[config.mk]
export PLATFORM = sky130hd
export DESIGN_NAME = config_access_arbiter_flat
export DESIGN_NICKNAME = d
export VERILOG_FILES = /design/src/rtl/smarthouse_pkg.sv /design/src/rtl/config_access_arbiter_if.sv /design/src/rtl/config_access_arbiter_rr_pick.sv /design/src/rtl/config_access_arbiter.sv /design/src/flat_wrapper.sv
export SDC_FILE = /design/constraint.sdc
export NUM_CORES = 1
export LEC_CHECK = 0
export CORE_AREA = 3 3 113 72
export CTS_CLUSTER_SIZE = 12
export DETAILED_ROUTE_END_ITERATION = 6
export DIE_AREA = 0 0 116 75
export PLACE_DENSITY = 0.81
export SLEW_MARGIN = 0
export SYNTH_ARGS = -nofsm -noshare
export SYNTH_HDL_FRONTEND = slang
export SYNTH_SLANG_ARGS = --single-unit
[constraint.sdc]
create_clock -name clk -period 2.85 [get_ports clk]
set_input_delay 0.4275 -clock clk [delete_from_list [all_inputs] [get_ports clk]]
set_output_delay 0.4275 -clock clk [all_outputs]
set_load 0.02 [all_outputs]
[src/rtl/smarthouse_pkg.sv]
// Shared smarthouse definitions: config/password widths and the arbiter FSM encoding.
package smarthouse_pkg;

  localparam int unsigned CFG_W = 35;
  localparam int unsigned PW_W  = 2;

  typedef enum logic [1:0] {
    ST_IDLE    = 2'd0,
    ST_BUSY    = 2'd1,
    ST_RELEASE = 2'd2
  } arb_state_t;

endpackage : smarthouse_pkg

[src/rtl/config_access_arbiter_if.sv]
// Panel-side and ControlUnit-side signal bundle of the config access arbiter.
interface config_access_arbiter_if #(
  parameter int unsigned N     = 4,
  parameter int unsigned CFG_W = 35
);
  import smarthouse_pkg::*;

  logic [N-1:0]         req;
  logic [N-1:0]         confirm_in;
  logic [PW_W*N-1:0]    password_in;
  logic [CFG_W*N-1:0]   config_in;
  logic                 cu_request;
  logic                 cu_confirm;
  logic [PW_W-1:0]      cu_password;
  logic [CFG_W-1:0]     cu_configin;
  logic                 cu_write_en;
  logic [N-1:0]         grant;
  logic [N-1:0]         done;
  logic                 timeout_err;

  // arbiter side
  modport slave (
    input  req, confirm_in, password_in, config_in, cu_write_en,
    output cu_request, cu_confirm, cu_password, cu_configin, grant, done, timeout_err
  );

  // panels + ControlUnit side
  modport master (
    output req, confirm_in, password_in, config_in, cu_write_en,
    input  cu_request, cu_confirm, cu_password, cu_configin, grant, done, timeout_err
  );

endinterface : config_access_arbiter_if

[src/rtl/config_access_arbiter_rr_pick.sv]
// Combinational round-robin selector: first requester at or after ptr, wrapping mod N.
module rr_pick #(
  parameter int unsigned N     = 4,
  parameter int unsigned IDX_W = $clog2(N)
) (
  input  logic [N-1:0]     req,
  input  logic [IDX_W-1:0] ptr,
  output logic [N-1:0]     onehot,
  output logic [IDX_W-1:0] idx,
  output logic             any
);

  // scan ptr, ptr+1, ... and keep the first hit
  always_comb begin
    int unsigned c;
    onehot = '0;
    idx    = '0;
    any    = 1'b0;
    c      = 0;
    for (int unsigned k = 0; k < N; k++) begin
      c = (int'(ptr) + k) % N;
      if (!any && req[c]) begin
        any       = 1'b1;
        idx       = IDX_W'(c);
        onehot[c] = 1'b1;
      end
    end
  end

endmodule : rr_pick

[src/rtl/config_access_arbiter.sv]
// Round-robin arbiter sharing the ControlUnit auth/config-write path between N panels.
module config_access_arbiter #(
  parameter int unsigned N       = 4,
  parameter int unsigned CFG_W   = 35,
  parameter int unsigned TIMEOUT = 64
) (
  input  logic                   clk,
  input  logic                   arst,
  config_access_arbiter_if.slave bus,
  output logic [1:0]             dbg_state
);
  import smarthouse_pkg::*;

  localparam int unsigned IDX_W = $clog2(N);
  localparam int unsigned CNT_W = (TIMEOUT > 1) ? $clog2(TIMEOUT) : 1;
  localparam logic [CNT_W-1:0] CNT_LAST = CNT_W'(TIMEOUT - 1);
  localparam logic [CNT_W-1:0] CNT_MAX  = '1;

  arb_state_t       state, state_nxt;
  logic [IDX_W-1:0] ptr;
  logic [IDX_W-1:0] owner;
  logic [CNT_W-1:0] cnt;
  logic [N-1:0]     grant_q;
  logic [N-1:0]     done_q;
  logic             timeout_q;
  logic             request_q;
  logic             fire_done;
  logic             fire_to;

  logic [N-1:0]     pick_onehot;
  logic [IDX_W-1:0] pick_idx;
  logic             pick_any;

  rr_pick #(.N(N), .IDX_W(IDX_W)) u_pick (
    .req    (bus.req),
    .ptr    (ptr),
    .onehot (pick_onehot),
    .idx    (pick_idx),
    .any    (pick_any)
  );

  // next-state: write_en beats req drop, which beats timeout
  always_comb begin
    state_nxt = state;
    fire_done = 1'b0;
    fire_to   = 1'b0;
    unique case (state)
      ST_IDLE: begin
        if (pick_any) state_nxt = ST_BUSY;
      end
      ST_BUSY: begin
        if (bus.cu_write_en) begin
          state_nxt = ST_RELEASE;
          fire_done = 1'b1;
        end else if (!bus.req[owner]) begin
          state_nxt = ST_RELEASE;
        end else if (cnt == CNT_LAST) begin
          state_nxt = ST_RELEASE;
          fire_to   = 1'b1;
        end
      end
      ST_RELEASE: state_nxt = ST_IDLE;
      default:    state_nxt = ST_IDLE;
    endcase
  end

  // state, ownership, pointer, hold counter and registered outputs
  always_ff @(posedge clk) begin
    if (arst) begin
      state     <= ST_IDLE;
      ptr       <= '0;
      owner     <= '0;
      cnt       <= '0;
      grant_q   <= '0;
      done_q    <= '0;
      timeout_q <= 1'b0;
      request_q <= 1'b0;
    end else begin
      state     <= state_nxt;
      done_q    <= fire_done ? grant_q : '0;
      timeout_q <= fire_to;
      request_q <= (state_nxt == ST_BUSY);
      unique case (state)
        ST_IDLE: begin
          if (pick_any) begin
            owner   <= pick_idx;
            grant_q <= pick_onehot;
            cnt     <= '0;
          end
        end
        ST_BUSY: begin
          if (state_nxt == ST_RELEASE) begin
            grant_q <= '0;
            ptr     <= (owner == IDX_W'(N - 1)) ? '0 : owner + IDX_W'(1);
          end else if (cnt != CNT_MAX) begin
            cnt <= cnt + CNT_W'(1);
          end
        end
        default: ;
      endcase
    end
  end

  // forward the owner's inputs; an all-zero grant yields all-zero outputs
  always_comb begin
    bus.cu_confirm  = 1'b0;
    bus.cu_password = '0;
    bus.cu_configin = '0;
    for (int unsigned i = 0; i < N; i++) begin
      if (grant_q[i]) begin
        bus.cu_confirm  = bus.cu_confirm  | bus.confirm_in[i];
        bus.cu_password = bus.cu_password | bus.password_in[PW_W*i +: PW_W];
        bus.cu_configin = bus.cu_configin | bus.config_in[CFG_W*i +: CFG_W];
      end
    end
  end

  assign bus.grant       = grant_q;
  assign bus.done        = done_q;
  assign bus.timeout_err = timeout_q;
  assign bus.cu_request  = request_q;
  assign dbg_state       = state;

endmodule : config_access_arbiter
[src/flat_wrapper.sv]
// flat-port wrapper written by rule: the top's interface ports become plain ports
module config_access_arbiter_flat import smarthouse_pkg::*;
#(
  parameter int unsigned N       = 4,
  parameter int unsigned CFG_W   = 35,
  parameter int unsigned TIMEOUT = 64
)
  (clk, arst, dbg_state, bus_req, bus_confirm_in, bus_password_in, bus_config_in, bus_cu_write_en, bus_cu_request, bus_cu_confirm, bus_cu_password, bus_cu_configin, bus_grant, bus_done, bus_timeout_err);
  config_access_arbiter_if #(.N(N), .CFG_W(CFG_W)) bus_i ();
  input  logic clk;
  input  logic arst;
  output logic [1:0] dbg_state;
  input wire logic [$bits(bus_i.req)-1:0] bus_req;
  input wire logic [$bits(bus_i.confirm_in)-1:0] bus_confirm_in;
  input wire logic [$bits(bus_i.password_in)-1:0] bus_password_in;
  input wire logic [$bits(bus_i.config_in)-1:0] bus_config_in;
  input wire logic [$bits(bus_i.cu_write_en)-1:0] bus_cu_write_en;
  output wire logic [$bits(bus_i.cu_request)-1:0] bus_cu_request;
  output wire logic [$bits(bus_i.cu_confirm)-1:0] bus_cu_confirm;
  output wire logic [$bits(bus_i.cu_password)-1:0] bus_cu_password;
  output wire logic [$bits(bus_i.cu_configin)-1:0] bus_cu_configin;
  output wire logic [$bits(bus_i.grant)-1:0] bus_grant;
  output wire logic [$bits(bus_i.done)-1:0] bus_done;
  output wire logic [$bits(bus_i.timeout_err)-1:0] bus_timeout_err;
  assign bus_i.req = bus_req;
  assign bus_i.confirm_in = bus_confirm_in;
  assign bus_i.password_in = bus_password_in;
  assign bus_i.config_in = bus_config_in;
  assign bus_i.cu_write_en = bus_cu_write_en;
  assign bus_cu_request = bus_i.cu_request;
  assign bus_cu_confirm = bus_i.cu_confirm;
  assign bus_cu_password = bus_i.cu_password;
  assign bus_cu_configin = bus_i.cu_configin;
  assign bus_grant = bus_i.grant;
  assign bus_done = bus_i.done;
  assign bus_timeout_err = bus_i.timeout_err;
  config_access_arbiter #(.N(N), .CFG_W(CFG_W), .TIMEOUT(TIMEOUT)) u_core (.clk(clk), .arst(arst), .bus(bus_i), .dbg_state(dbg_state));
endmodule
After elaboration in Yosys (flattened, before gate mapping):

Cells that the tools add are included.

* bits of input ports: 159
* output and inout bits: 50
* register bits: 22

* $lt $le $gt $ge: 9
* bitwise logic cells: 15
* eq/ne operators: 10
* $add $sub $neg: 5
* reduce and logical (&&, ||, !) cells: 18
* mux-type cells: 58

Operators by type and width (number)
* 2-to-1 mux 35 bit: 4
* bitwise OR 35 bit: 3
* 2-to-1 mux 2 bit: 13
* 2-to-1 mux 4 bit: 6
* 2-to-1 mux 1 bit: 20
* 2-to-1 mux 6 bit: 3
* < comparator 2 x 3 -> 1 bit (second input constant): 5
* bitwise OR 4 bit: 3
* case mux 6 bit (2 select lines): 1
* binary-select mux 1 bit (select 2 bit): 5
* demux 1 bit (select 2 bit): 4
* greater-or-equal comparator 2 x 1 -> 1 bit (second input constant): 4
* case mux 4 bit (2 select lines): 1
* logical AND 1 bit: 7
* adder 6 x 1 -> 6 bit (second input constant): 1
* equality test 6 bit (second input constant): 1
* != test 2 x 1 -> 1 bit (second input constant): 3
* != test 6 bit (second input constant): 1
* bitwise OR 2 bit: 3
* adder 2 x 1 -> 2 bit (second input constant): 2
* adder 2 bit (second input constant): 2
* equality test 2 x 1 -> 1 bit (second input constant): 2
* equality test 2 bit (second input constant): 2
* case mux 2 bit (2 select lines): 1
* other kinds (11): 18

Depth between registers and ports, before layout:

* word-level depth: 17
* depth in mapped cells: 10

Hierarchy:

A second synthesis with hierarchy kept.

* cell total of the unflattened synthesis: 284
* area total of the unflattened synthesis: 2172.1 µm²

By module, submodules not included
* config_access_arbiter: instances 1, cells each 239, area each 1750.4 µm²
* rr_pick: instances 1, cells each 45, area each 421.7 µm²

Worst setup path after synthesis:

OpenSTA, ideal clock, no wires.

* path type: register to register
* start: register u_core.ptr[0]
* end: register u_core.grant_q[3] (netlist: u_core.bus.grant[3])
* data arrival time: 2.358 ns
* data required time: 2.728 ns
* buffers on the path: 2
* period minus slack after synthesis: 2.480 ns
* setup slack: 0.370 ns
* cell stages (with the launch flop): 9
* path through: dfxtp_1 -> clkbuf_8 -> buf_2 -> inv_1 -> ha_1 -> mux4_2 -> a221oi_1 -> nor3_1 -> a221o_1

* longest elaborated chain between the ends: 17
* elaborated cells between the ends (all ways): 56
* those cells by class: add/sub: 3; order compare: 8; eq/ne: 3; mux: 28; bitwise: 3; reduce/logical: 11

RTL lines
* start, declared: RTL line config_access_arbiter.sv:20 `logic [IDX_W-1:0] ptr;`
* start signal, assigned: RTL line config_access_arbiter.sv:94 `ptr <= (owner == IDX_W'(N - 1)) ? '0 : owner + IDX_W'(1);`
* branches (longest 17 deep; another with adder 2 x 1 -> 2 bit)
* end signal, assigned: RTL line config_access_arbiter.sv:87 `grant_q <= pick_onehot;`
* end, declared: RTL line config_access_arbiter.sv:23 `logic [N-1:0] grant_q;`

Parallel ways; which one is timed is not known. The select of a mux whose other input is x is not followed.
A chain may end at the register's enable or synchronous reset.

Final worst setup path:

* start: register u_core.grant_q[1] (netlist: u_core.bus.grant[1])
* end: output bus_cu_configin[12]

* longest elaborated chain between the ends: 5

RTL lines
* 2-to-1 mux 35 bit (*): RTL line config_access_arbiter.sv:110 `if (grant_q[i]) begin`
* bitwise OR 35 bit: RTL line config_access_arbiter.sv:113 `bus.cu_configin = bus.cu_configin | bus.config_in[CFG_W*i +: CFG_W];`
* 2-to-1 mux 35 bit (*): RTL line config_access_arbiter.sv:110
* bitwise OR 35 bit: RTL line config_access_arbiter.sv:113
* 2-to-1 mux 35 bit (*): RTL line config_access_arbiter.sv:110
* end, declared: RTL line flat_wrapper.sv:21 `output wire logic [$bits(bus_i.cu_configin)-1:0] bus_cu_configin;`

Every way passes the cells marked *; elsewhere a longest branch is shown, timed or not.

==> run_summary.xml <==
<?xml version="1.0" encoding="UTF-8"?>
<metrics>
  <group name="outcome">
    <metric name="run_status" unit="">complete, no violations</metric>
  </group>
  <group name="routing">
    <metric name="drtAntennaViolNets" unit="">0</metric>
    <metric name="remaining_drc_errors" unit="">0</metric>
    <metric name="vias" unit="">3031</metric>
    <metric name="number_of_detailed_routing_iterations_run_before_antenna_repair" unit="">4</metric>
    <metric name="dr_wl_met2" unit="µm">4850</metric>
    <metric name="drt_iter0_markers" unit="">148</metric>
    <metric name="met3RoutedLength" unit="µm">1050</metric>
    <metric name="drt_wl_total" unit="µm">9760</metric>
    <metric name="drt-vias-per-instance" unit="">5.33</metric>
    <metric name="m1WireLength" unit="µm">3780</metric>
    <metric name="highest-signal-layer" unit="">met4</metric>
    <metric name="average_wire_per_cell_in_the_routed_design" unit="µm">17.2</metric>
  </group>
  <group name="logic_synthesis">
    <metric name="postSynth.topFlopCell" unit="">dfxtp_1</metric>
    <metric name="post_synth_xor_area_fraction" unit="">0.00800</metric>
    <metric name="yosys.area_share.simple" unit="">0.218</metric>
    <metric name="synth_nets" unit="">448</metric>
    <metric name="avgSynthCellArea" unit="µm²">7.82</metric>
    <metric name="combinational_family_with_the_most_area_after_synthesis" unit="">compound AO/OA/AOI/OAI gates</metric>
    <metric name="synth-compound-area-share" unit="">0.374</metric>
    <metric name="ys_types" unit="">46</metric>
    <metric name="portion_of_the_post_synthesis_area_used_by_sequential_elements" unit="">0.201</metric>
    <metric name="synth_async_sr_flop_share" unit="">0</metric>
    <metric name="synth_edf_count" unit="">0</metric>
    <metric name="muxShareOfSynthArea" unit="">0.0628</metric>
    <metric name="postSynthRegisterBits" unit="">22</metric>
    <metric name="yosys_warnings" unit="">0</metric>
    <metric name="area_of_the_mapped_netlist" unit="µm²">2190</metric>
    <metric name="synthAdderAreaFrac" unit="">0.0514</metric>
    <metric name="gate_count_post_synth" unit="">280</metric>
  </group>
  <group name="worst_hold_path">
    <metric name="hp-class" unit="">reg -&gt; reg</metric>
  </group>
  <group name="clock_tree">
    <metric name="post-cts-setup-buffers" unit="">0</metric>
    <metric name="cts-root-to-sink-buffers" unit="">2</metric>
    <metric name="post_cts_hold_buffer_count" unit="">0</metric>
    <metric name="ctsRootBufferMaster" unit="">clkbuf_16</metric>
    <metric name="cts_made_buffers" unit="">3</metric>
    <metric name="clk_latency" unit="ns">0.25</metric>
    <metric name="path_clk_slew" unit="ns">0.06</metric>
    <metric name="tritoncts_clock_tree" unit="">yes</metric>
    <metric name="postCtsResizedCells" unit="">0</metric>
    <metric name="numClockSinks" unit="">22</metric>
    <metric name="cts.htree.levels" unit="">1</metric>
  </group>
  <group name="placement">
    <metric name="place_hpwl" unit="µm">7950</metric>
    <metric name="place.gp.congestion" unit="">0.927</metric>
    <metric name="pre_cts_ws" unit="ns">0.236</metric>
    <metric name="number_of_buffers_added_on_ports" unit="">208</metric>
  </group>
  <group name="global_routing">
    <metric name="first_global_vias" unit="">2825</metric>
    <metric name="initial_antenna_violation_count" unit="">0</metric>
    <metric name="track_usage" unit="">0.198</metric>
    <metric name="grt_pass1_wl" unit="µm">14000</metric>
    <metric name="grt_overflow" unit="">0</metric>
    <metric name="maximum_number_of_pins_on_one_net_before_global_route_repair" unit="">39</metric>
  </group>
  <group name="sta">
    <metric name="report.final.slew_viol_count" unit="">0</metric>
    <metric name="aggregate_negative_setup_slack" unit="ns">0</metric>
    <metric name="timing_hold_violations_final" unit="">0</metric>
    <metric name="max_slew.worst_pin.slew" unit="ns">0.772</metric>
    <metric name="finalWorstSetupSlack" unit="ns">0.339</metric>
    <metric name="maxClockFrequency" unit="GHz">0.398</metric>
    <metric name="post-route-min-period" unit="ns">2.51</metric>
    <metric name="final.period_utilization" unit="">0.881</metric>
    <metric name="worst_slew_margin_relative_to_its_limit" unit="">0.485</metric>
    <metric name="setup-violations-final" unit="">0</metric>
    <metric name="finalClockSkew" unit="ns">0.00461</metric>
    <metric name="rsz0062_at_grt" unit="">no</metric>
  </group>
  <group name="layout">
    <metric name="layout.nets" unit="">647</metric>
    <metric name="share_of_post_route_cells_with_drive_strength_above_1" unit="">0.0649</metric>
    <metric name="mostFrequentLayoutCell" unit="">clkdlybuf4s50_1</metric>
    <metric name="mostFrequentLayoutCells" unit="">clkdlybuf4s50_1, a22oi_1, nand2_1</metric>
    <metric name="num_antenna_cells" unit="">0</metric>
    <metric name="layout_overhead_on_the_synthesized_area" unit="%">103</metric>
  </group>
  <group name="die">
    <metric name="core" unit="µm²">7150</metric>
    <metric name="design.die.area" unit="µm²">8700</metric>
    <metric name="floorplan.initialDensity" unit="">0.307</metric>
    <metric name="design.portCount" unit="">209</metric>
    <metric name="floorplan.die.width" unit="µm">116</metric>
    <metric name="core.rowCount" unit="">24</metric>
    <metric name="floorplan.die.height" unit="µm">75</metric>
  </group>
  <group name="setup_path">
    <metric name="critPathKind" unit="">reg -&gt; out</metric>
    <metric name="worst_setup_path_end_kind" unit="">primary output</metric>
    <metric name="critical-path-max-stage-delay" unit="ns">0.70</metric>
    <metric name="timing.critical_path.from_type" unit="">flop</metric>
    <metric name="crit_chain" unit="">buf_4, a22oi_1, nand2_1, clkdlybuf4s50_1</metric>
    <metric name="cp.required" unit="ns">2.42</metric>
    <metric name="critical-path-top-delay-family" unit="">buffers and inverters</metric>
    <metric name="crit_buf_inv" unit="">2</metric>
    <metric name="timing.critical_path.slowest_stage_cell" unit="">dfxtp_1</metric>
    <metric name="crit_path_max_fanout" unit="">16</metric>
    <metric name="arrival" unit="ns">2.08</metric>
  </group>
  <group name="power">
    <metric name="power.density" unit="nW/µm²">450</metric>
    <metric name="pwr-share-seq" unit="">0.182</metric>
    <metric name="clock_power_share" unit="">0.193</metric>
    <metric name="fin_total_pwr" unit="mW">2.00</metric>
    <metric name="p_int" unit="mW">1.27</metric>
    <metric name="power_switching" unit="µW">733</metric>
    <metric name="swShare" unit="">0.367</metric>
    <metric name="peak_vdd_ir" unit="µV">196</metric>
    <metric name="static_leak" unit="nW">1.71</metric>
    <metric name="combinationalPowerShare" unit="">0.625</metric>
  </group>
  <group name="flow_run">
    <metric name="timing.max_cap.violations" unit="">0</metric>
  </group>
</metrics>
[registers in the layout (all words and copies together), names as in the netlist]
name	count
u_core.owner	2
u_core.bus.cu_request	1
u_core.bus.done	4
u_core.cnt	6
u_core.ptr	2
u_core.dbg_state	2
u_core.bus.grant	4
u_core.bus.timeout_err	1
[per-stage QoR]
step | instance area (µm²) | cells | hold slack [ns] | util
CTS | 4450 | 569 | 0.518 | 0.622
detailed placement | 4340 | 565 | 0.509 | 0.608
floorplan | 2190 | 280 | 0.471 | -
global route | 4450 | 569 | 0.536 | 0.622
global placement | 4340 | 565 | 0.482 | 0.608
finish | 4450 | 569 | 0.517 | 0.622
[tightest hold or removal path, cell delays in order (launching register included)]
cell,delay (ns)
dfxtp_1,0.33
nand3_1,0.08
a21oi_1,0.06
[routing by layer]
metal,GRT usage,up-vias
li1,-,1472
met1,0.247,1395
met2,0.348,152
met3,0.0627,12
met4,0.0309,0
met5,0,-
[power groups by stage]
stage          combinational [mW]  clock (mW)  sequential [mW]
2_1_floorplan               0.607           0            0.373
3_3_place_gp                 1.23           0            0.371
3_5_place_dp                 1.25           0            0.371
4_1_cts                      1.26       0.392            0.365
5_1_grt                      1.33       0.405            0.368
6_report                     1.25       0.386            0.363
[layout make-up]
class                           instances  area (µm²)
Fill cell                             636        2700
Timing Repair Buffer                  220        2210
Multi-Input combinational cell        228        1560
Sequential cell                        22         440
Tap cell                               91         114
Clock buffer                            3        75.1
Clock inverter                          1        30.0
Inverter                                4        15.0
[logic make-up after synthesis]
| family | count (synthesis) |
|---|---|
| XOR/XNOR | 2 |
| AO/OA/AOI/OAI | 110 |
| multiplexers | 10 |
| buffers and inverters | 30 |
| adder cells (fa/ha/maj) | 9 |
| AND/OR/NAND/NOR | 97 |
| flip-flops | 22 |
[synthesized netlist by cell type (all sizes together), types with 4 or more instances]
library cell,count,share of area
and2,4,0.011
or3,4,0.014
clkbuf,18,0.053
nand2,46,0.080
and2b,5,0.020
dfxtp,22,0.20
nor2,13,0.022
a221oi,4,0.016
mux2i,7,0.032
a22oi,76,0.26
a221o,4,0.018
o211ai,4,0.016
buf,8,0.026
inv,4,0.0069
a21oi,10,0.023
ha,9,0.051
nor3,9,0.021
[final timing paths]
| path | startpoint | endpoint | slack, ns | depth (start not counted) |
|---|---|---|---|---|
| worst max-delay path | u_core.bus.grant[1] | bus_cu_configin[12] | 0.34 | 4 |
| worst min-delay path | u_core.cnt[0] | u_core.cnt[0] | 0.52 | 2 |
| worst max register to register | u_core.ptr[0] | u_core.bus.grant[2] | 0.63 | 6 |
| worst min register to register | u_core.cnt[0] | u_core.cnt[0] | 0.52 | 2 |
(Power assumes the default switching activity.)
==> variant: new RTL, same flow settings <==
Change the package constant `PW_W` from 2 to 4.
--- a/src/rtl/smarthouse_pkg.sv
+++ b/src/rtl/smarthouse_pkg.sv
@@ -2,7 +2,7 @@
 package smarthouse_pkg;
 
   localparam int unsigned CFG_W = 35;
-  localparam int unsigned PW_W  = 2;
+  localparam int unsigned PW_W  = 4;
 
   typedef enum logic [1:0] {
     ST_IDLE    = 2'd0,
Ports: changed (resized bus_cu_password and bus_password_in); port bits go from 209 to 219. No check against the original RTL was run, so the function may have changed too.
==> variant against the unedited design <==
- worst setup slack improved by 0.059 ns
- non-clock buffer count is 9 higher
- synthesized area up 5.0%
- sequential power decreased by 2%
- sequential share of layout area decreased by 0.44 points
- count of clock-buffer cells in the layout unchanged
- total power rose by 7.5%
- sequential cell count did not move
- wire length grew 20%
- design area increased by 4.6%
- critical path type is now reg2reg
- critical endpoint is now u_core.bus.grant[0]
- largest power group unchanged
==> variant: results <==
{
  "status": "finished, final reports clean",
  "layout-drive-gt1-share_pct": 4.76,
  "max-vdd-ir-drop_v": 0.000345,
  "crit_fanout": 10,
  "grt_pass1_wl_um": 16200,
  "crit_family": "compound AO/OA/AOI/OAI gates",
  "grt_pass1_vias": 3015,
  "grt_max_degree": 44,
  "leakage_nw": 1.80,
  "slew_headroom_pct": 55.0,
  "wirelength_um": 11700,
  "yosysSeqAreaShare_pct": 19.1,
  "hold_class": "reg2reg",
  "firstDrtPassIters": 7,
  "hold_buffers": 0,
  "preCtsSetupSlack_ns": 0.176,
  "synth_area_leaders": "a22oi_1, dfxtp_1, nand2_1, ha_1, mux4_2",
  "yosys-top-cells-count": "a22oi_1, nand2_1, dfxtp_1, clkbuf_1, a21oi_1",
  "track_usage_pct": 23.6,
  "critPathMaxStageDelay_ns": 0.45,
  "drt_iter0_drc": 272,
  "finClkSkew_ns": 0.00232,
  "yosysUniqueCellTypes": 50,
  "io_buffer_count": 218,
  "dp_hpwl_um": 9280,
  "vias_per_cell": 5.53,
  "syn-num-nets": 478,
  "arrival_ns": 2.65,
  "dpl_cell_area_sq_um": 4550,
  "async_reset_ff_share_pct": 0,
  "place.gp.congestion": 0.892
}
-- variant: stage by stage --
stage / hold slack (ns) / cells
after floorplan: 0.446 / 302
after global placement: 0.459 / 591
after detailed placement: 0.481 / 591
after CTS: 0.489 / 595
after global routing: 0.515 / 595
final: 0.482 / 595
-- variant: worst min-delay path, delay by kind of cell, from the launching register on --
kind	cells	cell delay (ns)
flip-flops	1	0.32
multiplexers	1	0.06
AND/OR/NAND/NOR	1	0.06
-- variant: cell type report --
| type | count | area, sq um |
|---|---|---|
| fill | 601 | 2490 |
| timing repair buffer | 229 | 2280 |
| multi-input combinational | 240 | 1680 |
| sequential | 22 | 440 |
| tap | 91 | 114 |
| clock buffer | 3 | 75.1 |
| inverter | 9 | 36.3 |
| clock inverter | 1 | 30.0 |
-- variant: path summary, 6_finish.rpt --
check	from	to	slack, ns	cells past startpoint
worst max register to register	u_core.ptr[0]	u_core.bus.grant[0]	0.40	6
worst min-delay path	u_core.cnt[5]	u_core.cnt[5]	0.48	2
worst min register to register	u_core.cnt[5]	u_core.cnt[5]	0.48	2
worst max-delay path	u_core.ptr[0]	u_core.bus.grant[0]	0.40	6
-- variant: logic make-up after synthesis --
group,Yosys count,synth area share (%)
compound gates,124,40.8
simple gates,97,20.7
buf+inv,40,7.78
flops,22,19.1
mux,10,6.69
fa+ha+maj,9,4.89
-- variant: metal layers --
layer	track usage (%)	part of all wire [%]	vias up
met5	0	0	-
met1	32.0	42	1556
met2	41.0	50	138
met4	3.47	1.0	0
li1	-	-	1581
met3	3.69	7.5	16
-- variant: power by group --
group	internal [W]	total [W]	leakage (nW)	switching, W
combinational	0.000707	0.00140	1.57	0.000694
sequential	0.000333	0.000356	0.179	0.0000225
clock	0.000279	0.000394	0.0511	0.000115
total	0.00132	0.00215	1.80	0.000832
